### config.mk
export PLATFORM = sky130hd
export DESIGN_NAME = spi_bus_arbiter
export DESIGN_NICKNAME = d
export VERILOG_FILES = /design/src/rtl/spi_bus_arbiter.sv
export SDC_FILE = /design/constraint.sdc
export NUM_CORES = 1
export LEC_CHECK = 0
export ABC_AREA = 1
export BUFFER_PORTS_ARGS = -buffer_cell sky130_fd_sc_hd__buf_2
export CAP_MARGIN = 5
export CORE_MARGIN = 5
export CORE_UTILIZATION = 47
export CTS_CLUSTER_DIAMETER = 50
export CTS_CLUSTER_SIZE = 8
export DETAILED_ROUTE_END_ITERATION = 10
export PLACE_DENSITY = 0.86
export SYNTH_ARGS = -nofsm -noshare
export SYNTH_HDL_FRONTEND = slang
export SYNTH_SLANG_ARGS = --single-unit
### constraint.sdc
create_clock -name clk -period 2.6 [get_ports clk]
set_clock_uncertainty 0.2 [all_clocks]
set_input_delay 0.26 -clock clk [delete_from_list [all_inputs] [get_ports clk]]
set_output_delay 0.26 -clock clk [all_outputs]
set_load 0.05 [all_outputs]
### src/rtl/spi_bus_arbiter.sv
// Round-robin arbiter sharing one SPI master between NUM_REQ requesters.
// An owner keeps the bus across back-to-back transactions until it drops req or idles out.
module spi_bus_arbiter #(
  parameter int NUM_REQ = 2,
  parameter int TIMEOUT = 1024
) (
  input  logic                   clk,
  input  logic                   rst_n,
  input  logic [NUM_REQ-1:0]     req,
  input  logic [NUM_REQ-1:0]     req_snd,
  input  logic [16*NUM_REQ-1:0]  req_cmd,
  output logic [NUM_REQ-1:0]     gnt,
  output logic [NUM_REQ-1:0]     req_done,
  output logic [15:0]            resp,
  output logic                   timeout,
  output logic                   m_snd,
  output logic [15:0]            m_cmd,
  input  logic                   m_done,
  input  logic [15:0]            m_resp,
  input  logic                   m_ss_n,
  output logic [NUM_REQ-1:0]     ss_n
);

  localparam int CNT_W = $clog2(TIMEOUT + 1);

  typedef enum logic [1:0] {S_IDLE, S_GRANT, S_BUSY} state_e;

  state_e             state_q, state_d;
  logic [1:0]         owner_q, owner_d;
  logic [1:0]         rr_ptr_q, rr_ptr_d;
  logic [NUM_REQ-1:0] gnt_q, gnt_d;
  logic [CNT_W-1:0]   idle_cnt_q, idle_cnt_d;
  logic               timeout_q, timeout_d;
  logic               done_fire;

  logic [3:0]  req_pad, snd_pad;
  logic [63:0] cmd_pad;
  logic [1:0]  pick;
  logic        found;
  logic [1:0]  owner_next;

  assign req_pad    = 4'(req);
  assign snd_pad    = 4'(req_snd);
  assign cmd_pad    = 64'(req_cmd);
  assign owner_next = (owner_q == 2'(NUM_REQ - 1)) ? 2'd0 : owner_q + 2'd1;

  // Search upward from rr_ptr with wrap; iterating downward leaves the nearest hit last.
  always_comb begin
    logic [2:0] slot;
    pick  = 2'd0;
    found = 1'b0;
    slot  = 3'd0;
    for (int k = NUM_REQ - 1; k >= 0; k--) begin
      slot = {1'b0, rr_ptr_q} + 3'(k);
      if (slot >= 3'(NUM_REQ)) slot = slot - 3'(NUM_REQ);
      if (req_pad[slot[1:0]]) begin
        pick  = slot[1:0];
        found = 1'b1;
      end
    end
  end

  always_comb begin
    // NOTE: every variable gets a default up front so no path can infer a latch.
    state_d    = state_q;
    owner_d    = owner_q;
    rr_ptr_d   = rr_ptr_q;
    gnt_d      = gnt_q;
    idle_cnt_d = idle_cnt_q;
    timeout_d  = 1'b0;
    m_snd      = 1'b0;
    done_fire  = 1'b0;
    unique case (state_q)
      S_IDLE: begin
        if (found) begin
          owner_d    = pick;
          gnt_d      = NUM_REQ'(4'b0001 << pick);
          idle_cnt_d = '0;
          state_d    = S_GRANT;
        end
      end
      S_GRANT: begin
        if (req_pad[owner_q] && snd_pad[owner_q]) begin
          m_snd      = 1'b1;
          idle_cnt_d = '0;
          state_d    = S_BUSY;
        end else if (!req_pad[owner_q]) begin
          gnt_d    = '0;
          rr_ptr_d = owner_next;
          state_d  = S_IDLE;
        end else if (idle_cnt_q == CNT_W'(TIMEOUT - 1)) begin
          timeout_d  = 1'b1;
          gnt_d      = '0;
          rr_ptr_d   = owner_next;
          idle_cnt_d = '0;
          state_d    = S_IDLE;
        end else begin
          idle_cnt_d = idle_cnt_q + CNT_W'(1);
        end
      end
      S_BUSY: begin
        idle_cnt_d = '0;
        if (m_done) begin
          done_fire = 1'b1;
          state_d   = S_GRANT;
        end
      end
      default: begin
        gnt_d   = '0;
        state_d = S_IDLE;
      end
    endcase
  end

  // NOTE: sequential state uses non-blocking assignments so all registers update together.
  always_ff @(posedge clk or negedge rst_n) begin
    if (!rst_n) begin
      state_q    <= S_IDLE;
      owner_q    <= 2'd0;
      rr_ptr_q   <= 2'd0;
      gnt_q      <= '0;
      idle_cnt_q <= '0;
      timeout_q  <= 1'b0;
    end else begin
      state_q    <= state_d;
      owner_q    <= owner_d;
      rr_ptr_q   <= rr_ptr_d;
      gnt_q      <= gnt_d;
      idle_cnt_q <= idle_cnt_d;
      timeout_q  <= timeout_d;
    end
  end

  // gnt is the one-hot owner, so it doubles as the routing mask for done and slave select.
  assign gnt      = gnt_q;
  assign req_done = done_fire ? gnt_q : '0;
  assign ss_n     = ~gnt_q | {NUM_REQ{m_ss_n}};
  assign timeout  = timeout_q;
  assign m_cmd    = cmd_pad[{owner_q, 4'b0000} +: 16];
  assign resp     = m_resp;

endmodule

# Word level (Yosys, flattened, before mapping)
# Cells that the tools add are included.
# totals
regBits	20
input_bits	56
output_inout_bits	40
# classes
add_sub_neg	5
magnitude_cmp	5
eq_ne	11
shift	2
mux	40
bitwise	4
n_reduce_logical	8
# op_table
cell	count
indexed part select 64 x 7 -> 16 bit	1
2-to-1 mux 11 bit	4
case mux 11 bit (3 select lines)	1
2-to-1 mux 2 bit	15
2-to-1 mux 1 bit	14
case mux 2 bit (3 select lines)	2
adder 11 x 1 -> 11 bit (second input constant)	1
equality test 11 x 10 -> 1 bit (second input constant)	1
< comparator 2 x 3 -> 1 bit (second input constant)	3
AND reduction 3 bit	3
binary-select mux 1 bit (select 2 bit)	4
!= test 2 bit (second input constant)	3
!= test 3 bit (second input constant)	2
equality test 2 x 1 -> 1 bit (second input constant)	2
!= test 4 bit (second input constant)	1
AND reduction 4 bit	1
subtractor 2 bit (second input constant)	2
adder 2 x 1 -> 3 bit (second input constant)	1
>= comparator 3 x 2 -> 1 bit (second input constant)	1
nonzero test 3 bit	1
adder 2 x 1 -> 2 bit (second input constant)	1
equality test 2 bit (second input constant)	1
>= comparator 2 bit (second input constant)	1
logical NOT 2 bit	1
7 further kinds	8

# Depth between registers and ports, before layout
# logic_depth
ltp_word	10
ltp_mapped	9

# Least setup slack after synthesis
# No wires, ideal clock.
# synth_timing
path_type	register to output
start	register gnt_q[0] (netlist: gnt[0])
end	output port req_done[0]
arrival_time_ps	1860
slack_ps	280
stages_incl_launch_ff	2
path_cell_list	dfrtp_1 -> nor3b_1
# synth_via
elab_chain_cells	1
# synth_rtl
element	line	rtl
start, declared	31	logic [NUM_REQ-1:0] gnt_q, gnt_d;
start signal, assigned	128	gnt_q <= gnt_d;
2-to-1 mux 2 bit	136	assign req_done = done_fire ? gnt_q : '0;
end, declared	13	output logic [NUM_REQ-1:0] req_done,
# Every way passes these cells.

# Final worst setup path
# layout_timing
start	register owner_q[1]
end	output port m_snd
# layout_via
elab_chain_cells	5
# layout_rtl
element	line	rtl
start, declared	29	logic [1:0] owner_q, owner_d;
start signal, assigned	126	owner_q <= owner_d;
binary-select mux 1 bit (select 2 bit)	83	if (req_pad[owner_q] && snd_pad[owner_q]) begin
2-to-1 mux 1 bit (not written as such)	83	
logical AND 1 bit (*)	83	
2-to-1 mux 1 bit (*)	83	
2-to-1 mux 1 bit (*)	73	unique case (state_q)
end, declared	16	output logic m_snd,
# Every way passes the cells marked *; elsewhere a longest branch is shown, timed or not. The select of a mux whose other input is x is not followed.

==> impl_metrics.json <==
{
  "io_buffers": 63,
  "synth_seq_cells": 20,
  "finalHoldViolations": 0,
  "via_per_inst": 4.76,
  "htree_levels": 1,
  "cp.required_ps": 2140,
  "die_h_um": 68.7,
  "setup_violations": 0,
  "worstRegToRegCells": 6,
  "max_freq_ghz": 0.434,
  "hpwlAfterDp_mm": 2.99,
  "finish.cell_count_without_fillers": 336,
  "wirelength_mm": 3.80,
  "ctsHoldBuffers": 1,
  "overflow": 0,
  "synth-main-ff-cell": "dfrtp_1",
  "syn_inst": 243,
  "synth_top_area_cell": "dfrtp_1",
  "cts_resized": 0,
  "drc": 0,
  "status": "finished, final reports clean",
  "die_x_um": 68.7,
  "antennaDiodeCount": 0,
  "slew_viol_final": 0,
  "power_leakage_nw": 1.05,
  "startpoint": "owner_q[1]",
  "critPathMaxFanout": 22,
  "cts.path.max_buffers": 2,
  "antenna_found_initial": 0,
  "crit_end": "m_snd",
  "dieArea_um2": 4720,
  "worstSetupEndpointType": "output pin",
  "core_area_um2": 3340,
  "synth_top_area_share_pct": 30.9,
  "num_rows": 21,
  "cts_buffers": 3,
  "drive_gt1_share_pct": 30.7,
  "final.min_clock_period_ps": 2310,
  "netlist-cell-type-count": 26,
  "io_pins": 96,
  "synthArstFlopShare_pct": 100,
  "clock_sinks": 20,
  "cp-start-kind": "flop",
  "synth_seq_area_share_pct": 30.9,
  "worstMarginPinSlew_ps": 577,
  "power_density_nw_per_um2": 1050,
  "gp_congestion": 0.834,
  "multi_input_area_um2": 857,
  "totalNegativeSetupSlack_ps": 0,
  "grt_pass1_wl_mm": 6.33,
  "syn_nets": 300,
  "regArea_um2": 500,
  "critical_path_arrival_ps": 1850,
  "cts_tree": "done",
  "min_from": "m_done",
  "synthTopCellsByCount": "61 x nand2_1, 52 x nor2_1, 21 x inv_1, 20 x dfrtp_1, 17 x o21ai_0",
  "reg2reg_to": "idle_cnt_q[0]",
  "drv_cap": 0,
  "crit_type": "reg2out",
  "yosys_warnings": 0,
  "areaGrowthSynthToFinish_pct": 16.0,
  "layout.nets": 348,
  "grt_max_degree": 23,
  "placedCellCount": 331,
  "min_path_type": "in2reg",
  "initial_utilization_pct": 48.5,
  "root_buffer": "clkbuf_4",
  "r2r_start": "owner_q[1]",
  "rsz0062_at_grt": "no",
  "firstDrtPassIters": 5,
  "clk_latency_ps": 300,
  "postCtsSetupBuffers": 0,
  "final_util_pct": 56.3,
  "max_slew_margin_pct": 61.5,
  "drt_iter0_markers": 77,
  "timing.final.crit_share_pct": 88.7,
  "irDropWorstVdd_v": 0.000813,
  "num_vias": 1599,
  "ant_nets": 0,
  "routedWlPerCell_um": 11.3,
  "synth.most_common_cell": "nand2_1",
  "synthTopCellsByArea": "dfrtp_1 31%, nand2_1 14%, nor2_1 12%, buf_4 7.4%, o21ai_0 5.3%",
  "track_usage_pct": 17.4,
  "syn_area_um2": 1620,
  "synth_area_per_cell_um2": 6.66,
  "grt_pass1_vias": 1494,
  "regToRegSetupSlack_ps": 750,
  "clk_transition_reported_paths_ps": 110,
  "n_fill_cell": 341,
  "synth-edff-count": 0
}
==> power by group <==
part / internal, mW / switching, mW
Sequential: 0.372 / 0.0645
Clock: 0.0855 / 0.0940
Combinational: 0.341 / 1.02
Total: 0.799 / 1.18
==> critical path, stage by stage (launching register included) <==
cell and delay [ps]:
dfrtp_1 390, inv_1 430, nand3_2 190, inv_2 100
nand2_1 90, inv_1 80, buf_2 250
==> registers in the layout (all words and copies together) (netlist names) <==
signal      cells
rr_ptr_q        2
idle_cnt_q     11
state_q         2
owner_q         2
timeout         1
gnt             2
==> layer usage <==
| metal | vias up | wire (um) | track usage, % |
|---|---|---|---|
| met2 | 38 | 1940 | 31.9 |
| met5 | - | 0 | 0 |
| li1 | 847 | - | - |
| met1 | 709 | 1670 | 20.6 |
| met3 | 5 | 158 | 3.73 |
| met4 | 0 | 36 | 3.65 |
==> area by class of cell <==
class                   instances  area share [%]
multi-input cells             177            45.6
flip-flops and latches         20            26.6
clock buffers                   4            1.93
repair buffers                 66            18.1
well taps                      46            3.06
inverters                      23            4.60
==> cell families after synthesis <==
kind of cell | count (synthesis) | share of synthesized area [%]
and+or+nand+nor | 149 | 42.9
xor gates and xnor gates | 1 | 0.541
DFF | 20 | 30.9
adders and majority gates | 1 | 0.773
AOI/OAI and AO/OA | 26 | 8.73
buffers and inverters | 46 | 16.2
==> worst min path at each step <==
stage               slack (ps)  depth (start not counted)       endpoint
floorplan                 -240                          0         gnt[0]
global placement            40                          1  idle_cnt_q[7]
detailed placement          40                          1  idle_cnt_q[7]
CTS                         60                          4     state_q[1]
global route                70                          4     state_q[1]
finish                      70                          4     state_q[1]
==> placed cells by master (no fill, tap or decap), drive strengths merged <==
master,netlist,routed
xnor2,1,1
dlygate4sd3,0,1
nor2,56,56
ha,1,1
nand2,66,66
nand4,3,3
nand3,19,19
o21ai,21,21
buf,21,65
dfrtp,20,20
nor3b,2,2
nor3,3,3
clkbuf,2,4
inv,23,23
a21oi,5,5
==> metrics by stage <==
stage                     setup WS [ps]  area [um^2]  hold slack, ps  total power, mW
after global placement              685         1830            37.2             1.78
final                               294         1880            68.3             1.98
after CTS                           296         1880            61.7             1.99
after floorplan                     280         1620            -236             1.61
after global routing                104         1880            74.5             2.13
after detailed placement            646         1830            41.0             1.80
Power figures use the tool's default switching activity.
